==> config.mk <==
export PLATFORM = sky130hd
export DESIGN_NAME = ws2812b_in_decoder_flat
export DESIGN_NICKNAME = d
export VERILOG_FILES = /design/src/rtl/ws2812b_in_decoder_if.sv /design/src/rtl/ws2812b_in_decoder.sv /design/src/flat_wrapper.sv
export SDC_FILE = /design/constraint.sdc
export NUM_CORES = 1
export LEC_CHECK = 0
export CORE_ASPECT_RATIO = 0.75
export CORE_MARGIN = 2
export CORE_UTILIZATION = 28
export CTS_CLUSTER_DIAMETER = 50
export DETAILED_ROUTE_END_ITERATION = 10
export REMOVE_ABC_BUFFERS = 1
export SLEW_MARGIN = 20
export SYNTH_ARGS = -nofsm -noshare
export SYNTH_HDL_FRONTEND = slang
export SYNTH_SLANG_ARGS = --single-unit
export TNS_END_PERCENT = 1
==> constraint.sdc <==
create_clock -name clk -period 2.7 [get_ports clk]
set_input_delay 0.54 -clock clk [delete_from_list [all_inputs] [get_ports clk]]
set_output_delay 0.54 -clock clk [all_outputs]
set_load 0.03 [all_outputs]
==> src/rtl/ws2812b_in_decoder_if.sv <==
// Pixel stream handshake between the WS2812B decoder and whatever consumes its pixels.
// The decoder is the master: it presents a pixel with its frame position and holds it
// until the consumer raises pixel_ready.
interface ws2812b_in_decoder_if;
  logic [23:0] pixel_data;
  logic [15:0] pixel_index;
  logic        pixel_valid;
  logic        pixel_ready;

  modport master (
    output pixel_data,
    output pixel_index,
    output pixel_valid,
    input  pixel_ready
  );

  modport slave (
    input  pixel_data,
    input  pixel_index,
    input  pixel_valid,
    output pixel_ready
  );
endinterface

==> src/rtl/ws2812b_in_decoder.sv <==
// WS2812B line receiver: measures high-pulse widths on the serial line and turns them into
// 24-bit GRB pixels, one per 24 bits, with a long low period marking the end of a frame.
// The line is synchronized, then edge-detected through a register stage, so every timing
// measurement below is taken on a uniformly delayed copy of the line.
module ws2812b_in_decoder #(
  parameter int CYCLES_SHORT    = 6,
  parameter int CYCLES_LONG     = 13,
  parameter int CYCLES_RESET    = 850,
  parameter int CYCLES_MAX_HIGH = 26
) (
  input  logic                        clk,
  input  logic                        resetn,
  input  logic                        ws2812b_data,
  ws2812b_in_decoder_if.master        pix,
  output logic                        frame_done,
  output logic [2:0]                  error_flags,
  input  logic                        clear_errors
);

  // Pulses shorter than the midpoint of the two nominal widths decode as 0.
  localparam int          THR      = (CYCLES_SHORT + CYCLES_LONG) / 2;
  localparam logic [15:0] THR_C    = 16'(THR);
  localparam logic [15:0] MAX_C    = 16'(CYCLES_MAX_HIGH);
  localparam logic [15:0] RESET_C  = 16'(CYCLES_RESET);

  typedef enum logic [1:0] {SYNC, IDLE, HIGH, LOW} state_t;

  state_t      state;
  logic [15:0] counter;
  logic [4:0]  bit_count;
  logic [15:0] pixel_count;
  logic [22:0] shift_reg;

  logic s_meta;
  logic s_sync;
  logic s_prev;
  logic s_level;
  logic edge_rise;
  logic edge_fall;

  logic [15:0] cnt_inc;
  logic        bit_val;
  logic [23:0] shifted;
  logic        too_long;
  logic        bit_done;
  logic        word_done;
  logic        load;
  logic        overrun;
  logic        frame_end;
  logic        partial;
  logic [2:0]  err_set;

  // Two-flop synchronizer followed by a registered edge detector; s_level is the line
  // delayed to line up with the registered edge flags.
  always_ff @(posedge clk) begin
    if (!resetn) begin
      s_meta    <= 1'b0;
      s_sync    <= 1'b0;
      s_prev    <= 1'b0;
      s_level   <= 1'b0;
      edge_rise <= 1'b0;
      edge_fall <= 1'b0;
    end else begin
      s_meta    <= ws2812b_data;
      s_sync    <= s_meta;
      s_prev    <= s_sync;
      s_level   <= s_sync;
      edge_rise <= s_sync & ~s_prev;
      edge_fall <= ~s_sync & s_prev;
    end
  end

  // Decode conditions for the current cycle: bit classification, pixel completion,
  // buffer overrun, over-long highs and frame end.
  always_comb begin
    cnt_inc   = (counter == 16'hFFFF) ? counter : counter + 16'd1;
    bit_val   = (counter >= THR_C);
    shifted   = {shift_reg, bit_val};
    too_long  = (state == HIGH) && (counter > MAX_C);
    bit_done  = (state == HIGH) && edge_fall && !too_long;
    word_done = bit_done && (bit_count == 5'd23);
    load      = word_done && (!pix.pixel_valid || pix.pixel_ready);
    overrun   = word_done && !load;
    frame_end = (state == LOW) && !edge_rise && (cnt_inc >= RESET_C);
    partial   = frame_end && (bit_count != 5'd0);
    err_set   = {partial, too_long, overrun};
  end

  // Frame/bit state machine together with the registered pixel, pulse and error outputs.
  always_ff @(posedge clk) begin
    if (!resetn) begin
      state           <= SYNC;
      counter         <= 16'd0;
      bit_count       <= 5'd0;
      pixel_count     <= 16'd0;
      shift_reg       <= 23'd0;
      pix.pixel_data  <= 24'd0;
      pix.pixel_index <= 16'd0;
      pix.pixel_valid <= 1'b0;
      frame_done      <= 1'b0;
      error_flags     <= 3'd0;
    end else begin
      frame_done  <= frame_end;
      error_flags <= (clear_errors ? 3'd0 : error_flags) | err_set;

      if (load) begin
        pix.pixel_data  <= shifted;
        pix.pixel_index <= pixel_count;
        pix.pixel_valid <= 1'b1;
      end else if (pix.pixel_ready) begin
        pix.pixel_valid <= 1'b0;
      end

      case (state)
        SYNC: begin
          bit_count <= 5'd0;
          shift_reg <= 23'd0;
          if (s_level) begin
            counter <= 16'd0;
          end else begin
            counter <= cnt_inc;
            if (cnt_inc >= RESET_C) begin
              state <= IDLE;
            end
          end
        end
        IDLE: begin
          if (edge_rise) begin
            state       <= HIGH;
            counter     <= 16'd1;
            bit_count   <= 5'd0;
            pixel_count <= 16'd0;
            shift_reg   <= 23'd0;
          end
        end
        HIGH: begin
          if (too_long) begin
            state     <= SYNC;
            counter   <= 16'd0;
            bit_count <= 5'd0;
            shift_reg <= 23'd0;
          end else if (edge_fall) begin
            state     <= LOW;
            counter   <= 16'd1;
            shift_reg <= shifted[22:0];
            if (bit_count == 5'd23) begin
              bit_count   <= 5'd0;
              pixel_count <= (pixel_count == 16'hFFFF) ? pixel_count : pixel_count + 16'd1;
            end else begin
              bit_count <= bit_count + 5'd1;
            end
          end else begin
            counter <= cnt_inc;
          end
        end
        LOW: begin
          if (edge_rise) begin
            state   <= HIGH;
            counter <= 16'd1;
          end else if (frame_end) begin
            state     <= IDLE;
            counter   <= 16'd0;
            bit_count <= 5'd0;
            shift_reg <= 23'd0;
          end else begin
            counter <= cnt_inc;
          end
        end
        default: begin
          state   <= SYNC;
          counter <= 16'd0;
        end
      endcase
    end
  end

endmodule

==> src/flat_wrapper.sv <==
// flat-port wrapper written by rule: the top's interface ports become plain ports
module ws2812b_in_decoder_flat 
#(
  parameter int CYCLES_SHORT    = 6,
  parameter int CYCLES_LONG     = 13,
  parameter int CYCLES_RESET    = 850,
  parameter int CYCLES_MAX_HIGH = 26
)
  (clk, resetn, ws2812b_data, frame_done, error_flags, clear_errors, pix_pixel_data, pix_pixel_index, pix_pixel_valid, pix_pixel_ready);
  ws2812b_in_decoder_if pix_i ();
  input  logic clk;
  input  logic resetn;
  input  logic ws2812b_data;
  output logic frame_done;
  output logic [2:0] error_flags;
  input  logic clear_errors;
  output wire logic [$bits(pix_i.pixel_data)-1:0] pix_pixel_data;
  output wire logic [$bits(pix_i.pixel_index)-1:0] pix_pixel_index;
  output wire logic [$bits(pix_i.pixel_valid)-1:0] pix_pixel_valid;
  input wire logic [$bits(pix_i.pixel_ready)-1:0] pix_pixel_ready;
  assign pix_pixel_data = pix_i.pixel_data;
  assign pix_pixel_index = pix_i.pixel_index;
  assign pix_pixel_valid = pix_i.pixel_valid;
  assign pix_i.pixel_ready = pix_pixel_ready;
  ws2812b_in_decoder #(.CYCLES_SHORT(CYCLES_SHORT), .CYCLES_LONG(CYCLES_LONG), .CYCLES_RESET(CYCLES_RESET), .CYCLES_MAX_HIGH(CYCLES_MAX_HIGH)) u_core (.clk(clk), .resetn(resetn), .ws2812b_data(ws2812b_data), .pix(pix_i), .frame_done(frame_done), .error_flags(error_flags), .clear_errors(clear_errors));
endmodule
# Word level (Yosys, flattened, before mapping)
# Cells that the tools add are included.
# W data, S select, Z words.
[word_totals] memories=0 latchBits=0 ramBits=0 word_cells=102 reg_bits=112 out_inout_bits=45 mem_bits_ro=0
[classes] mux=38 n_addsub=3 reduce_logical=21 mul=0 bitwise=5 order_cmp=3 n_div=0 shift=0 eq_ne=17
[op_table] cell="$mux W16" n=12
[op_table] cell="$mux W23" n=5
[op_table] cell="$pmux W23 S4" n=1
[op_table] cell="$pmux W16 S4" n=1
[op_table] cell="$add A16 B1 Y16 const B" n=2
[op_table] cell="$eq A16 B16 Y1 const B" n=2
[op_table] cell="$pmux W16 S2" n=1
[op_table] cell="$mux W5" n=6
[op_table] cell="$pmux W5 S4" n=1
[op_table] cell="$ge A16 B10 Y1 const B" n=1
[op_table] cell="$ge A16 B4 Y1 const B" n=1
[op_table] cell="$gt A16 B5 Y1 const B" n=1
[op_table] cell="$mux W2" n=7
[op_table] cell="$ne A2 B2 Y1 const B" n=5
[op_table] cell="$logic_and A1 B1 Y1" n=9
[op_table] cell="$ne A2 B1 Y1 const B" n=4
[op_table] cell="$pmux W2 S4" n=1
[op_table] cell="$ne A3 B1 Y1 const B" n=2
[op_table] cell="$reduce_and A6 Y1" n=1
[op_table] cell="$add A5 B1 Y5 const B" n=1
[op_table] cell="$eq A5 B5 Y1 const B" n=1
[op_table] cell="$reduce_and A5 Y1" n=1
[op_table] cell="$reduce_bool A5 Y1" n=1
[op_table] cell="$eq A2 B2 Y1 const B" n=2
[op_table] cell="11 further kinds" n=18

# Logic depth before layout (Yosys ltp)
# Gate-level depths: netlist of the first run.
[logic_depth] ltp_word=9 ltp_mapped=13 depth_no_buf=10

# Least setup slack after synthesis of the first run
# Ideal clock, no wire load.
[synth_path] kind="reg-to-reg" from="register u_core.counter[0]" to="register u_core.counter[4]" period_less_slack_ps=2552 path_slack_ps=148 setup_time_ps=88 path_stages_with_launch=13 arrival_ps=2464 cell_sequence="dfxtp_1 buf_2 inv_1 ha_1 or3_1 a21oi_1 a311oi_1 a211oi_1 a31oi_4 o21ai_4 buf_6 nor2_2 nor4_2"
[synth_via] elab_chain_cells=7 word_cells_on_any_way=13 cone_classes="1 x add/sub; 2 x order compare; 1 x eq/ne; 7 x mux; 2 x reduce/logical"
[synth_rtl] item="start: declaration" line="ws2812b_in_decoder.sv:29" source="logic [15:0] counter;"
[synth_rtl] item="start signal: assignment" line="ws2812b_in_decoder.sv:121" source="counter <= cnt_inc;"
[synth_rtl] item="start signal: assignment" line="ws2812b_in_decoder.sv:153" source="counter <= cnt_inc;"
[synth_rtl] item="start signal: assignment" line="ws2812b_in_decoder.sv:166" source="counter <= cnt_inc;"
[synth_rtl] item="$add A16 B1 Y16 / $eq A16 B16 Y1 (equally long branches)" line="ws2812b_in_decoder.sv:76" source="cnt_inc = (counter == 16'hFFFF) ? counter : counter + 16'd1;"
[synth_rtl] item="$mux W16" line="ws2812b_in_decoder.sv:76"
[synth_rtl] item="$ge A16 B10 Y1" line="ws2812b_in_decoder.sv:84" source="frame_end = (state == LOW) && !edge_rise && (cnt_inc >= RESET_C);"
[synth_rtl] item="$logic_and A1 B1 Y1" line="ws2812b_in_decoder.sv:84"
[synth_rtl] item="$mux W16" line="ws2812b_in_decoder.sv:160" source="end else if (frame_end) begin"
[synth_rtl] item="$mux W16" line="ws2812b_in_decoder.sv:157" source="if (edge_rise) begin"
[synth_rtl] item="$pmux W16 S4 *" line="ws2812b_in_decoder.sv:114" source="case (state)"
# Every way passes the cells marked *; elsewhere a longest branch is shown, timed or not.
# A chain may end at the register's enable or synchronous reset.

# Worst setup path in the final report of the first run
[layout_path] from="register u_core.counter[0]" to="register u_core.counter[1]"
# The elaborated chain is that of the path after synthesis.

==> metrics, run 1 <==
Final Wtd Congestion=0.861; Port-buffer cells=49; setup ws final=0.147 ns; initial antenna violation count=0; clk slew on worst S/H paths=0.08 ns; average size of a mapped cell=8.38 um^2; synth cell count leaders=dfxtp_1, nand2_1, nor2_1; Initial Util=28.4%; Power Density=473 nW/um^2; starting DRC count in detailed routing=455; clk_skew=0.00948 ns; area grow syn2layout=19.8%; Worst-Skew Late Latency=0.36 ns; DR DRC count=0; Total Power=3.10 mW; WP data required=2.94 ns; via-per-instance ratio=5.02; Post-DP Area=6240 um^2; CP max stage delay=0.39 ns; non-filler instance count after layout=951; final instance area=6550 um^2; Die Wd=165 um; Setup Slack @ Placement=0.0315 ns; number of synthesized flops with an enable pin=0; CP max-delay cell=dfxtp_2; core area=19300 um^2; layout cell share with drive strength beyond 1=12.5%; CTS tree=yes; Yosys top cell by area=dfxtp_1; Detail Route Antenna Nets=0; filler cell count=2037; storage element area=2240 um^2; Max-slew headroom=67.5%; WS Path Type=flop to flop; die area=20700 um^2; synthesized area=5470 um^2; HPWL Detailed=8960 um; final setup fails=0; GRT Total Usage=13.2%; top-area cell type share of the netlist area=41.0%; CP Capture Type=flop; Cell Rows=44; CP Cell Sequence=ha_2 -> and4_2 -> nand3_4 -> nor3_4 -> o2111ai_1 -> a31oi_4 -> o21ai_4 -> buf_12 -> a31oi_1 -> o22ai_1; Min-Delay Path Class=flop to flop; CTS H-tree depth=3; CP Max Fanout=25; worst slew pin tran=0.486 ns; area of the multi-input gates=2840 um^2; vias in the first global route=4330; setup bufs post-CTS=0; status=completed; Synth cell types=70; sequential share of the synthesized area=41.0%; Die Y=125 um; Inst Count DP=935; via count=4773; Max Slew Vio Count=0; FF+latch count, synth=112; Tcrit/Tclk final=94.5%; cells after synthesis=653; first-pass GRT wire length=22100 um; setup TNS=0 ns; Final Util=34.0%; largest net degree at the start of global routing=59; top area cells in the synthesized netlist=dfxtp_1, nand2_1, a21oi_1, a31oi_1, nor2_1; n_diodes=0; ys async rst share=0%; count leader, synth=dfxtp_1; top-level port count=50; final worst path period need=2.55 ns; Final Hold Viols=0; wire length per cell=14.0 um; Max-Cap Viols=0; Worst VDD drop=0.241 mV; Nets=705; Root Buffer=clkbuf_16; minimum hold slack=0.419 ns; clk sinks=112; GRT Residual Overflow=0; Max Clock Freq=392 MHz; Largest register FFs=24; Initial DRT Pass Iterations=5; Leak=2.17 nW; Synth Flop Type=dfxtp_1; Startpoint Class=flop; Yosys warnings=0; CTS Buf Count=9; Worst EP arrival=2.79 ns; total routed wirelength=13300 um; CTS max path bufs=2
## metal layers
metal	GRT usage, %	vias to the layer above	share of wire (%)
met1	19.8	2258	51
met3	3.62	12	5.4
met5	0	-	0
li1	-	2396	-
met2	18.4	107	42
met4	3.19	0	1.2
## area by class of cell
| cell class | instances | share of cell area, % |
|---|---|---|
| inverters | 15 | 0.859 |
| flip-flops and latches | 112 | 34.2 |
| repair buffers | 85 | 12.4 |
| clock inverters | 4 | 0.515 |
| clock buffers | 12 | 3.91 |
| well taps | 253 | 4.83 |
| multi-input cells | 470 | 43.3 |
## logic make-up after synthesis
family / after synthesis / share of synthesized area (%)
simple gates: 297 / 28.8
compound gates: 145 / 17.6
flops: 112 / 41.0
buf+inv: 71 / 7.57
xor+xnor: 20 / 3.20
fa+ha+maj: 7 / 1.60
mux: 1 / 0.183
## where the power goes
part	switching, mW	internal [mW]	leakage, nW
sequential	0.00877	1.66	0.903
combinational	0.0680	0.0453	1.12
clock	0.637	0.687	0.140
total	0.714	2.39	2.17
## final timing paths
path                                         from                 to  slack (ns)  cells after the start
worst max-delay path            u_core.counter[0]  u_core.counter[1]        0.15                     10
worst min register to register      u_core.s_sync   u_core.edge_fall        0.42                      1
worst max register to register  u_core.counter[0]  u_core.counter[1]        0.15                     10
worst min-delay path                u_core.s_sync   u_core.edge_fall        0.42                      1
## critical path: cells and delay by family, from the launching register on
family,cells,cell delay [ns]
AOI/OAI and AO/OA,5,0.97
adders and majority gates,1,0.23
buffers and inverters,1,0.17
DFF,1,0.39
and+or+nand+nor,3,0.66
## placed cells by master, fill, tap and decap left out, drive strengths merged, types with 4 or more instances in the layout
cell type,count
dfxtp,112
nand2,109
nor2,68
a21oi,58
clkdlybuf4s50,49
a31oi,45
buf,36
nor4b,24
nand3,20
inv,17
nand4,16
clkbuf,12
xor2,11
nor3,10
xnor2,9
o21ai,9
nor4,7
ha,7
and2,6
and4,6
nor3b,5
nor2b,5
or3,5
nand3b,4
and3,4
o22ai,4
## repair_timing
item,CTS,global route
cloned,0,0
pin swaps,0,1
hold buffers,0,0
setup endpoints to repair,1,40
resized for setup,1,6
Note: power is estimated with default switching activity, not from simulation.
==> run 2: changes to the inputs <==
--- a/config.mk
+++ b/config.mk
@@ -6,10 +6,11 @@
 export NUM_CORES = 1
 export LEC_CHECK = 0
 export CORE_ASPECT_RATIO = 0.75
-export CORE_MARGIN = 2
-export CORE_UTILIZATION = 28
+export CORE_MARGIN = 1
+export CORE_UTILIZATION = 46
 export CTS_CLUSTER_DIAMETER = 50
 export DETAILED_ROUTE_END_ITERATION = 10
+export PLACE_DENSITY = 0.69
 export REMOVE_ABC_BUFFERS = 1
 export SLEW_MARGIN = 20
 export SYNTH_ARGS = -nofsm -noshare
==> run 2 against run 1 <==
Against the previous run:
- design area is 0.86% lower
- via count is 2.6% higher
- register-to-register slack worse by 0.02 ns
- clock-buffer cell count is 1 lower
- clock power hardly changed
- critical path type unchanged
- largest cell class unchanged
==> metrics, run 2 (synthesized netlist as in run 1, its figures left out) <==
r2r startpoint=u_core.counter[3]; hold path endpoint=u_core.edge_fall; Tcrit/Tclk final=95.2%; commonest non-fill, non-tap cells in the layout=dfxtp_1, nand2_1, nor2_1; GRT met3 Usage=4.35%; Die Wd=128 um; R2R Setup Slk=0.13 ns; GRT Residual Overflow=0; setup bufs post-CTS=0; Inst Count DP=848; starting DRC count in detailed routing=409; RR Endpoint=u_core.counter[12]; Final Wtd Congestion=0.851; Max Clock Freq=389 MHz; final instance area=6500 um^2; Startpoint Class=flop; CTS tree=yes; DR DRC count=0; most common cell after layout, fill and taps aside=dfxtp_1; Initial DRT Pass Iterations=6; Largest register FFs=24; Max Slew Vio Count=0; Cell Rows=34; largest net degree at the start of global routing=48; top-level port count=50; Post-DP Area=6170 um^2; CP Capture Type=flop; hold path cells=1; met2 Use GR=32.3%; clk_skew=0.00707 ns; Min-Delay Path Class=flop to flop; Power Density=472 nW/um^2; HPWL Detailed=9040 um; CTS H-tree depth=3; die area=12300 um^2; initial antenna violation count=0; Root Buffer=clkbuf_16; WS Path Type=flop to flop; total routed wirelength=13100 um; number of cells on the worst reg-to-reg path=9; Max-Cap Viols=0; core area=11600 um^2; global route hottest layer=met2; via count=4897; Die Y=96.4 um; CP Max Fanout=9; Resized Gates After CTS=0; RSZ-0062 raised after global routing=true; first-pass GRT wire length=21200 um; final worst path period need=2.57 ns; vias in the first global route=4263; Worst EP arrival=2.83 ns; Leak=2.20 nW; Setup Slack @ Placement=0.0272 ns; setup ws final=0.129 ns; area grow syn2layout=18.8%; GRT Total Usage=21.5%; WP data required=2.96 ns; Detail Route Antenna Nets=0; GR Util met1=31.3%; Initial Util=47.3%; Worst VDD drop=0.307 mV; via-per-instance ratio=5.67; hold path startpoint=u_core.s_sync; clk slew on worst S/H paths=0.07 ns; clk sinks=112; final setup fails=0; Max-slew headroom=65.7%; CTS Buf Count=9; Nets=709; Worst-Skew Late Latency=0.34 ns; layout cell share with drive strength beyond 1=13.1%; wire length per cell=15.1 um; Port-buffer cells=49; quantity of hold-fixing buffers added after cts=0; worst slew pin tran=0.510 ns; n_diodes=0; status=completed; non-filler instance count after layout=864; CTS max path bufs=2; Final Hold Viols=0
==> run 2: cell types whose count changed in the layout (fill, tap and decap cells not counted), sizes merged <==
cell,change
clkbuf,-1
clkinvlp,-1
clkinv,+2
buf,+4
==> run 2: worst max-delay path by stage <==
stage	from	end	slack, ns
2_1_floorplan	u_core.counter[6]	u_core.pix.pixel_data[0]	-0.64
3_3_place_gp	u_core.counter[0]	u_core.state[0]	0.05
3_5_place_dp	u_core.counter[0]	u_core.state[0]	0.03
4_1_cts	u_core.counter[0]	u_core.state[0]	0.002
5_1_grt	u_core.counter[0]	u_core.counter[4]	-0.03
6_report	u_core.counter[3]	u_core.counter[12]	0.13
==> run 2: power breakdown <==
part | switching, mW | leakage, nW | internal, mW
logic | 0.0693 | 1.14 | 0.0464
registers | 0.00969 | 0.904 | 1.66
clock network | 0.602 | 0.148 | 0.686
total | 0.681 | 2.20 | 2.39
==> run 2: layout make-up <==
class | count | area (um^2)
clock inverters | 5 | 38.8
clock buffers | 11 | 253
flip-flops and latches | 112 | 2250
fillers | 1120 | 5070
multi-input cells | 470 | 2840
repair buffers | 89 | 857
inverters | 15 | 56.3
well taps | 162 | 203
==> run 2: routing by layer <==
layer  wire, um  vias to the layer above
met5          0                        -
met4        137                        0
met3        867                       13
met2       5660                      176
met1       6390                     2307
li1           -                     2401
==> run 2: stage by stage <==
| stage | setup TNS [ns] | hold slack, ns | power [mW] | util, % |
|---|---|---|---|---|
| finish | 0 | 0.417 | 3.07 | 56.2 |
| global route | -0.0738 | 0.423 | 3.19 | 56.2 |
| CTS | 0 | 0.418 | 3.11 | 55.8 |
| detailed placement | 0 | 0.407 | 1.82 | 53.3 |
| global placement | 0 | 0.407 | 1.81 | 53.3 |
| floorplan | -27.86 | 0.389 | 1.76 | - |
==> run 2: worst max-delay path, stage by stage, from the launching register on <==
cell and delay [ns]:
dfxtp_1 0.53, nand3_2 0.26, nor3_1 0.40, o2111ai_1 0.22, a22oi_2 0.22, nand3_1 0.15
o21ai_4 0.27, buf_4 0.20, nand3_1 0.09, a31oi_1 0.18
==> run 3: changes to the inputs <==
--- a/config.mk
+++ b/config.mk
@@ -12,7 +12,7 @@
 export DETAILED_ROUTE_END_ITERATION = 10
 export PLACE_DENSITY = 0.69
 export REMOVE_ABC_BUFFERS = 1
-export SLEW_MARGIN = 20
+export SLEW_MARGIN = 15
 export SYNTH_ARGS = -nofsm -noshare
 export SYNTH_HDL_FRONTEND = slang
 export SYNTH_SLANG_ARGS = --single-unit
==> results of run 3 <==
Final layout, timing and power as in run 2 (identical DEF).
